**config.mk**
```make
export PLATFORM = sky130hd
export DESIGN_NAME = stroke_interp
export DESIGN_NICKNAME = d
export VERILOG_FILES = /design/src/rtl/stroke_pkg.sv /design/src/rtl/line_stepper.sv /design/src/rtl/stroke_interp.sv
export SDC_FILE = /design/constraint.sdc
export NUM_CORES = 1
export LEC_CHECK = 0
export CORE_AREA = 2 2 150 152
export DETAILED_ROUTE_END_ITERATION = 7
export DIE_AREA = 0 0 152 154
export PLACE_DENSITY = 0.63
export SYNTH_ARGS = -nofsm -noshare
export SYNTH_HDL_FRONTEND = slang
export SYNTH_SLANG_ARGS = --single-unit
```
**constraint.sdc**
```tcl
create_clock -name clk_in -period 5.4 [get_ports clk_in]
set_input_delay 0.81 -clock clk_in [delete_from_list [all_inputs] [get_ports clk_in]]
set_output_delay 0.81 -clock clk_in [all_outputs]
set_load 0.01 [all_outputs]
```
**src/rtl/stroke_pkg.sv**
```systemverilog
// Shared types and constants for the stroke interpolation stage: FSM states,
// canvas geometry, coordinate types and the signed arithmetic used for stepping.
package stroke_pkg;

    typedef enum logic [1:0] {
        IDLE,
        SETUP,
        STEP
    } stroke_state_t;

    localparam int CANVAS_W = 640;
    localparam int CANVAS_H = 360;

    typedef logic [9:0] canvas_x_t;
    typedef logic [8:0] canvas_y_t;

    // 12 signed bits cover every delta and error term of a 640x360 canvas.
    localparam int CALC_W = 12;
    typedef logic signed [CALC_W-1:0] calc_t;

    function automatic calc_t abs_calc(input calc_t v);
        return v[CALC_W-1] ? -v : v;
    endfunction

endpackage

```
**src/rtl/line_stepper.sv**
```systemverilog
// Combinational Bresenham step: next (x, y, err) from the current position,
// the error term and the fixed segment parameters.
module line_stepper
    import stroke_pkg::*;
#(
    parameter int X_WIDTH = 10,
    parameter int Y_WIDTH = 9
) (
    input  logic [X_WIDTH-1:0] x_i,
    input  logic [Y_WIDTH-1:0] y_i,
    input  calc_t              err_i,
    input  calc_t              dx_i,
    input  calc_t              dy_i,
    input  logic               sx_neg_i,
    input  logic               sy_neg_i,
    output logic [X_WIDTH-1:0] x_o,
    output logic [Y_WIDTH-1:0] y_o,
    output calc_t              err_o
);

    calc_t e2;
    calc_t x_ext;
    calc_t y_ext;
    calc_t err_acc;

    always_comb begin
        e2      = err_i <<< 1;
        x_ext   = calc_t'(x_i);
        y_ext   = calc_t'(y_i);
        err_acc = err_i;
        // Both tests use the pre-update error, so e2 is computed once up front.
        if (e2 >= dy_i) begin
            err_acc = err_acc + dy_i;
            x_ext   = sx_neg_i ? x_ext - calc_t'(1) : x_ext + calc_t'(1);
        end
        if (e2 <= dx_i) begin
            err_acc = err_acc + dx_i;
            y_ext   = sy_neg_i ? y_ext - calc_t'(1) : y_ext + calc_t'(1);
        end
        x_o   = X_WIDTH'(x_ext);
        y_o   = Y_WIDTH'(y_ext);
        err_o = err_acc;
    end

endmodule

```
**src/rtl/stroke_interp.sv**
```systemverilog
// Turns per-frame cursor points into a continuous pixel stroke: one Bresenham
// pixel per cycle from the previous anchor to the new point.
module stroke_interp
    import stroke_pkg::*;
#(
    parameter int X_WIDTH = 10,
    parameter int Y_WIDTH = 9,
    parameter int MAX_X   = CANVAS_W - 1,
    parameter int MAX_Y   = CANVAS_H - 1
) (
    input  logic               clk_in,
    input  logic               rst_in,
    input  logic               pt_valid_in,
    output logic               pt_ready_out,
    input  logic [X_WIDTH-1:0] x_in,
    input  logic [Y_WIDTH-1:0] y_in,
    input  logic [3:0]         color_in,
    input  logic [2:0]         sw_in,
    input  logic               pen_down_in,
    output logic               px_valid_out,
    input  logic               px_ready_in,
    output logic [X_WIDTH-1:0] px_x_out,
    output logic [Y_WIDTH-1:0] px_y_out,
    output logic [3:0]         px_color_out,
    output logic [2:0]         px_sw_out,
    output logic               seg_done_out
);

    localparam logic [X_WIDTH-1:0] MAX_X_C = X_WIDTH'(MAX_X);
    localparam logic [Y_WIDTH-1:0] MAX_Y_C = Y_WIDTH'(MAX_Y);

    stroke_state_t      state_q, state_d;
    logic [X_WIDTH-1:0] anchor_x_q, anchor_x_d, x0_q, x0_d, x1_q, x1_d, px_x_q, px_x_d;
    logic [Y_WIDTH-1:0] anchor_y_q, anchor_y_d, y0_q, y0_d, y1_q, y1_d, px_y_q, px_y_d;
    logic               anchor_valid_q, anchor_valid_d;
    calc_t              dx_q, dx_d, dy_q, dy_d, err_q, err_d;
    logic               sx_neg_q, sx_neg_d, sy_neg_q, sy_neg_d;
    logic               px_valid_q, px_valid_d, seg_done_q, seg_done_d;
    logic [3:0]         color_q, color_d;
    logic [2:0]         sw_q, sw_d;

    logic               accept;
    logic               px_fire;
    logic               at_end;
    logic [X_WIDTH-1:0] x_clamp, step_x;
    logic [Y_WIDTH-1:0] y_clamp, step_y;
    calc_t              step_err, x_diff, y_diff, dx_abs, dy_neg;

    assign pt_ready_out = (state_q == IDLE);
    assign accept       = pt_valid_in && pt_ready_out;
    assign px_fire      = px_valid_q && px_ready_in;
    assign at_end       = (px_x_q == x1_q) && (px_y_q == y1_q);
    assign x_clamp      = (x_in > MAX_X_C) ? MAX_X_C : x_in;
    assign y_clamp      = (y_in > MAX_Y_C) ? MAX_Y_C : y_in;
    assign x_diff       = calc_t'(x1_q) - calc_t'(x0_q);
    assign y_diff       = calc_t'(y1_q) - calc_t'(y0_q);
    assign dx_abs       = abs_calc(x_diff);
    assign dy_neg       = -abs_calc(y_diff);

    line_stepper #(
        .X_WIDTH(X_WIDTH),
        .Y_WIDTH(Y_WIDTH)
    ) u_stepper (
        .x_i     (px_x_q),
        .y_i     (px_y_q),
        .err_i   (err_q),
        .dx_i    (dx_q),
        .dy_i    (dy_q),
        .sx_neg_i(sx_neg_q),
        .sy_neg_i(sy_neg_q),
        .x_o     (step_x),
        .y_o     (step_y),
        .err_o   (step_err)
    );

    always_comb begin
        // NOTE: every _d defaults to its _q first, so no path through the case infers a latch.
        state_d        = state_q;
        anchor_x_d     = anchor_x_q;
        anchor_y_d     = anchor_y_q;
        anchor_valid_d = anchor_valid_q;
        x0_d           = x0_q;
        y0_d           = y0_q;
        x1_d           = x1_q;
        y1_d           = y1_q;
        dx_d           = dx_q;
        dy_d           = dy_q;
        err_d          = err_q;
        sx_neg_d       = sx_neg_q;
        sy_neg_d       = sy_neg_q;
        px_valid_d     = px_valid_q;
        px_x_d         = px_x_q;
        px_y_d         = px_y_q;
        color_d        = color_q;
        sw_d           = sw_q;
        seg_done_d     = 1'b0;

        unique case (state_q)
            IDLE: begin
                if (accept) begin
                    color_d        = color_in;
                    sw_d           = sw_in;
                    anchor_x_d     = x_clamp;
                    anchor_y_d     = y_clamp;
                    anchor_valid_d = 1'b1;
                    if (pen_down_in) begin
                        // Without a prior anchor the segment collapses to its end point.
                        x0_d    = anchor_valid_q ? anchor_x_q : x_clamp;
                        y0_d    = anchor_valid_q ? anchor_y_q : y_clamp;
                        x1_d    = x_clamp;
                        y1_d    = y_clamp;
                        state_d = SETUP;
                    end
                end
            end
            SETUP: begin
                dx_d       = dx_abs;
                dy_d       = dy_neg;
                err_d      = dx_abs + dy_neg;
                sx_neg_d   = x_diff[CALC_W-1];
                sy_neg_d   = y_diff[CALC_W-1];
                px_x_d     = x0_q;
                px_y_d     = y0_q;
                px_valid_d = 1'b1;
                state_d    = STEP;
            end
            STEP: begin
                if (px_fire) begin
                    if (at_end) begin
                        px_valid_d = 1'b0;
                        seg_done_d = 1'b1;
                        state_d    = IDLE;
                    end else begin
                        px_x_d = step_x;
                        px_y_d = step_y;
                        err_d  = step_err;
                    end
                end
            end
            default: state_d = IDLE;
        endcase
    end

    // NOTE: state registers use non-blocking assignments so every flop samples pre-edge values.
    always_ff @(posedge clk_in or posedge rst_in) begin
        if (rst_in) begin
            state_q        <= IDLE;
            anchor_x_q     <= '0;
            anchor_y_q     <= '0;
            anchor_valid_q <= 1'b0;
            x0_q           <= '0;
            y0_q           <= '0;
            x1_q           <= '0;
            y1_q           <= '0;
            dx_q           <= '0;
            dy_q           <= '0;
            err_q          <= '0;
            sx_neg_q       <= 1'b0;
            sy_neg_q       <= 1'b0;
            px_valid_q     <= 1'b0;
            px_x_q         <= '0;
            px_y_q         <= '0;
            color_q        <= '0;
            sw_q           <= '0;
            seg_done_q     <= 1'b0;
        end else begin
            state_q        <= state_d;
            anchor_x_q     <= anchor_x_d;
            anchor_y_q     <= anchor_y_d;
            anchor_valid_q <= anchor_valid_d;
            x0_q           <= x0_d;
            y0_q           <= y0_d;
            x1_q           <= x1_d;
            y1_q           <= y1_d;
            dx_q           <= dx_d;
            dy_q           <= dy_d;
            err_q          <= err_d;
            sx_neg_q       <= sx_neg_d;
            sy_neg_q       <= sy_neg_d;
            px_valid_q     <= px_valid_d;
            px_x_q         <= px_x_d;
            px_y_q         <= px_y_d;
            color_q        <= color_d;
            sw_q           <= sw_d;
            seg_done_q     <= seg_done_d;
        end
    end

    assign px_valid_out = px_valid_q;
    assign px_x_out     = px_x_q;
    assign px_y_out     = px_y_q;
    assign px_color_out = color_q;
    assign px_sw_out    = sw_q;
    assign seg_done_out = seg_done_q;

endmodule

```
# Word level (Yosys, flattened, before mapping)
# Cells that the tools add are included.
[totals]
register_bits = 126
word_cells = 90
inputBits = 31
out_inout_bits = 29
[op_classes]
order_cmp = 4
n_reduce_logical = 12
muxes = 32
eq_ne = 11
n_addsub = 12
[op_table]
columns = ["op", "count"]
rows = [
  ["two-way mux 12 bit", 6],
  ["two-way mux 10 bit", 6],
  ["two-way mux 9 bit", 6],
  ["adder 12 bit", 3],
  ["one-hot mux 12 bit (2 select lines)", 1],
  ["one-hot mux 10 bit (2 select lines)", 1],
  ["one-hot mux 9 bit (2 select lines)", 1],
  ["greater-or-equal comparator 12 bit", 1],
  ["less-or-equal comparator 12 bit", 1],
  ["negator 10 -> 12 bit", 1],
  ["negator 11 -> 12 bit", 1],
  ["negator 12 bit", 1],
  ["AND reduction 4 bit", 3],
  ["subtractor 10 x 10 -> 11 bit", 1],
  ["adder 10 x 1 -> 10 bit, second input constant", 1],
  ["== test 10 bit", 1],
  ["> comparator 10 bit, second input constant", 1],
  ["subtractor 10 x 1 -> 10 bit, second input constant", 1],
  ["subtractor 9 x 9 -> 10 bit", 1],
  ["adder 9 x 1 -> 9 bit, second input constant", 1],
  ["== test 9 bit", 1],
  ["> comparator 9 bit, second input constant", 1],
  ["AND reduction 3 bit", 3],
  ["subtractor 9 x 1 -> 9 bit, second input constant", 1],
  ["other kinds (12)", 26],
]

# Logic depth before layout (Yosys ltp)
# Gate-level depths: netlist (run 1).
[logic_depth]
depth_word = 7
depth_mapped = 24
ltp_nobuf = 24

# Hierarchy
# From an unflattened synthesis (run 1), not the netlist that was laid out.
[unflattened]
cells_unflattened = 1187
area_unflattened_um2 = 10104.7
[by_module_without_submodules]
columns = ["module", "cells_per_inst", "n_inst", "seq_area_each_um2", "area_per_inst_um2"]
rows = [
  ["stroke_interp", 838, 1, 3153.0, 7359.6],
  ["line_stepper", 349, 1, 0.0, 2745.1],
]

# Worst setup path before layout (run 1)
# Ideal clock, no wire load.
[synth_path]
kind = "register -> register"
startpoint = "register dy_q[1]"
endpoint = "register err_q[10]"
synth_period_minus_slack_ps = 4557
n_path_buf = 1
stages_incl_launch_ff = 24
setup_time_ps = 133
t_required_ps = 5267
arrival_ps = 4424
slack_ps = 843
path_cell_list = "dfrtp_1 > inv_1 > ha_1 > nor2b_1 > o21a_1 > o21a_1 > o211ai_1 > a31oi_1 > o21ai_1 > clkbuf_1 > mux2_2 > ha_1 > inv_1 > fa_1 > nor2b_1 > o21ai_0 > a21boi_0 > o21ai_0 > a21oi_1 > o211ai_1 > o211a_1 > or2_2 > a32oi_1 > nand4_1"
[synth_between]
elab_chain_len = 7
word_cells_on_any_way = 8
cone_classes = "add/sub: 2; order compare: 1; mux: 5"
[synth_rtl]
columns = ["element", "line", "source"]
rows = [
  ["start: declaration", "stroke_interp.sv:36", "calc_t dx_q, dx_d, dy_q, dy_d, err_q, err_d;"],
  ["start signal: assignment", "stroke_interp.sv:176", "dy_q <= dy_d;"],
  ["adder 12 bit / greater-or-equal comparator 12 bit (equally long branches)", "line_stepper.sv:33, line_stepper.sv:32", ""],
  ["two-way mux 12 bit (*)", "line_stepper.sv:32", "if (e2 >= dy_i) begin"],
  ["adder 12 bit", "line_stepper.sv:37", "err_acc = err_acc + dx_i;"],
  ["two-way mux 12 bit (*)", "line_stepper.sv:36", "if (e2 <= dx_i) begin"],
  ["two-way mux 12 bit (*)", "stroke_interp.sv:129", "if (at_end) begin"],
  ["two-way mux 12 bit (*)", "stroke_interp.sv:128", "if (px_fire) begin"],
  ["one-hot mux 12 bit (2 select lines) (*)", "stroke_interp.sv:98", "unique case (state_q)"],
  ["end signal: assignment", "stroke_interp.sv:177", "err_q <= err_d;"],
  ["end: declaration", "stroke_interp.sv:36", ""],
]
# Mark *: on every way between the ends. The rest lies on a longest branch, timed or not. The select of a mux whose other input is x is not followed.
# A chain may end at the register's enable or synchronous reset.

# Worst setup path after layout (run 1)
# Ends and elaborated chain as after synthesis.

==> results of run 1 <==
## cell type report
class	count	area share, %
clock buffer	17	3.834
clock inverter	15	1.330
inverter	88	3.022
multi-input combinational	912	54.47
sequential	125	28.19
tap	280	3.157
timing repair buffer	69	5.998
## how the worst min path moves through the flow
stage	start	to	slack (ns)	cells after the start
3_5_place_dp	px_color_out[3]$_DFFE_PP0P_	px_color_out[3]$_DFFE_PP0P_	0.46	2
3_3_place_gp	px_color_out[3]$_DFFE_PP0P_	px_color_out[3]$_DFFE_PP0P_	0.46	2
5_1_grt	px_color_out[1]$_DFFE_PP0P_	px_color_out[1]$_DFFE_PP0P_	0.51	2
2_1_floorplan	anchor_x_q[9]$_DFFE_PP0P_	anchor_x_q[9]$_DFFE_PP0P_	0.45	2
6_report	anchor_y_q[8]$_DFFE_PP0P_	anchor_y_q[8]$_DFFE_PP0P_	0.48	2
4_1_cts	anchor_y_q[6]$_DFFE_PP0P_	anchor_y_q[6]$_DFFE_PP0P_	0.49	2
## sequential cells by signal, summed over array words and instances (netlist names), 10 cells and up
register and count:
anchor_x_q 10, dx_q 12, dy_q 12, err_q 11, px_x_out 10, x0_q 10, x1_q 10
## layout by cell type (no fill, tap or decap), types with 16 or more instances in the layout
cell type	count
nor2b_1	16
dfrtp_1	125
nand2_1	152
clkbuf_16	17
o211ai_1	17
a21oi_1	93
xnor2_1	64
nand2b_1	17
nor3_1	18
clkdlybuf4s50_1	59
ha_1	89
o21ai_0	118
a21o_1	17
nor2_1	102
inv_1	86
## cells by family (layout without fill, tap and decap cells)
kind of cell,count (synthesis),count (layout)
adder cells (fa/ha/maj),96,96
flip-flops,125,125
multiplexers,20,20
XOR/XNOR,80,80
AO/OA/AOI/OAI,341,341
AND/OR/NAND/NOR,375,375
buffers and inverters,131,189
## what timing repair did
action,4_1_cts,5_1_grt
hold buffers,0,0
resized for setup,0,1
setup endpoints to repair,0,1
## metrics by stage
step	hold slack, ns	setup slack (ns)
6_report	0.4784	0.5964
3_3_place_gp	0.4570	0.6628
4_1_cts	0.4851	0.5272
3_5_place_dp	0.4608	0.5662
5_1_grt	0.5094	0.05443
2_1_floorplan	0.4454	0.8431
## tightest hold or removal path, delay by kind of cell (launching register included)
| kind | cells | cell delay, ns |
|---|---|---|
| flops | 1 | 0.34 |
| simple gates | 2 | 0.11 |
## power groups by stage
stage	Combinational, mW	Clock [mW]	Sequential, mW
final	0.332	1.13	1.02
after global routing	0.368	1.20	1.02
after floorplan	0.187	0	1.03
after CTS	0.335	1.15	1.02
after detailed placement	0.330	0	1.03
after global placement	0.325	0	1.04
## layer usage
metal | global-route usage [%] | up-vias | part of all wire [%]
li1 | - | 4174 | -
met3 | 2.734 | 39 | 3.3
met2 | 36.25 | 150 | 47
met1 | 29.18 | 3897 | 48
met4 | 7.299 | 0 | 2.4
met5 | 0 | - | 0
==> flow_summary.yaml, run 1 <==
status:
  outcome: "complete, no violations"
clock_tree:
  cts-root-buf: "clkbuf_16"
  cts_buffer_depth: 2
  cts_tree: "built"
  clkLatencyLatePin_ns: 0.43
  post_cts_buffers: 0
  cts_made_buffers: 17
  htreeDepth: 4
  cts.clk_slew.worst_paths_ns: 0.06
  cts_sinks: 125
floorplan:
  rows: 54
  fp.dieW_um: 152
  die_h_um: 154
  io_pins: 60
  fp.coreArea_um2: 21690
  floorplan.die_area_um2: 23410
  start_util_pct: 44.54
place:
  place_area_um2: 10520
  io_buffers: 59
  place.gp.congestion: 0.8580
  place_inst: 1474
  hpwl_um: 18630
critical_path:
  cp-end-kind: "flip-flop"
  cp_max_fo: 16
  reg2reg_from: "dy_q[1]$_DFFE_PP0P_"
  cp-startpoint: "dy_q[1]$_DFFE_PP0P_"
  rr_endpoint: "err_q[10]$_DFFE_PP0P_"
  rr_worst_depth: 21
  endpoint: "err_q[10]$_DFFE_PP0P_"
  r2r_slack_ns: 0.60
  cp_num_buf_inv: 2
  max_stage_delay_ns: 0.41
  arrival_ns: 5.09
  crit_family: "compound AO/OA/AOI/OAI gates"
  cpMaxStageDelayCell: "o21ai_0"
  crit_cells: 21
  worstPathCellList: "inv_1 -> ha_1 -> nor2b_1 -> o21a_1 -> o21a_1 -> o211ai_1 -> a31oi_1 -> o21ai_1 -> buf_4 -> mux2i_1 -> fa_1 -> nor2b_1 -> o21ai_0 -> a21boi_0 -> o21ai_0 -> a21oi_1 -> o211ai_1 -> a211oi_1 -> or2_2 -> a32oi_1 -> nand4_1"
  path_class: "reg -> reg"
  start_kind: "flip-flop"
  required_ns: 5.69
yosys:
  syn_avg_cell_area_um2: 8.270
  synth_common_cells: "153 x nand2_1, 125 x dfrtp_1, 118 x o21ai_0"
  yosysWarnings: 0
  synth.area.top_cells: "dfrtp_1 32%, ha_1 12%, o21ai_0 6.1%, nand2_1 5.9%, xnor2_1 5.8%"
  synth_top_family_by_area: "compound AO/OA/AOI/OAI gates"
  synth.top_cell.area_share_pct: 32.38
  netlist_instances: 1168
  synthXorXnorAreaFrac_pct: 7.487
  synth_fa_ha_area_share_pct: 12.98
  ys_ff_latch: 125
  synth_mux_area_share_pct: 2.241
  yosysSeqAreaShare_pct: 32.38
  synth_edf_count: 0
  synthArstFlopShare_pct: 100.0
  syn_nets: 1295
  yosysTopAreaCell: "dfrtp_1"
  synthDistinctLibCells: 77
  synth_compound_area_share_pct: 21.99
  synth-simple-area-share_pct: 17.75
  yosysMostFrequentCell: "nand2_1"
  synth_flop_cell: "dfrtp_1"
  mappedNetlistArea_um2: 9659
power:
  p_per_area_nw_per_um2: 223.9
  swShare_pct: 29.68
  p_int_mw: 1.747
  p_clk_share_pct: 45.7
  p_total_mw: 2.484
  p_seq_share_pct: 41.0
  power_frac_comb_pct: 13.4
  p_sw_mw: 0.7373
  ir_worst_vdd_uv: 189.4
  p_leak_nw: 4.947
route:
  routed_wl_um: 24850
  dr.pass1.iters: 6
  drt_iter0_markers: 402
  vias_per_cell: 5.485
  antenna_left: 0
  dr_total_vias: 8260
  routedWlPerCell_um: 16.50
  drc: 0
sta:
  tightest_slew_ns: 0.8983
  slew_violations: 0
  fin_crit_ns: 4.804
  final-setup-viol-count: 0
  slew_headroom_pct: 40.11
  rsz0062_at_grt: "no"
  period_share_pct: 88.96
  hold_viol: 0
  tns_ns: 0
  max_freq_mhz: 208.2
  clock_skew_ns: 0.01118
layout:
  final.fill_count: 2081
  fin_area_um2: 11100
  syn2layout_area_growth_pct: 14.88
  instances_no_fill: 1506
  ff_latch_area_um2: 3128
  antenna_cells: 0
  multi_input_area_um2: 6045
  final_nets: 1340
  drive_gt1_share_pct: 7.015
  fin_util_pct: 51.17
global_routing:
  grt.total_usage_pct: 21.68
  grt_max_degree: 84
  grt_pass1_wl_um: 41280
  grt_overflow: 0
  antenna_found_initial: 0
  grt_pass1_vias: 8044
job:
  max-cap-violations: 0
worst_hold_path:
  hold_class: "reg -> reg"
Note: power is estimated with default switching activity, not from simulation.
==> run 2, diff against run 1 <==
--- a/config.mk
+++ b/config.mk
@@ -8,6 +8,7 @@
 export CORE_AREA = 2 2 150 152
 export DETAILED_ROUTE_END_ITERATION = 7
 export DIE_AREA = 0 0 152 154
+export GPL_ROUTABILITY_DRIVEN = 0
 export PLACE_DENSITY = 0.63
 export SYNTH_ARGS = -nofsm -noshare
 export SYNTH_HDL_FRONTEND = slang
==> results of run 2 <==
Final layout, timing and power as in run 1 (identical DEF).
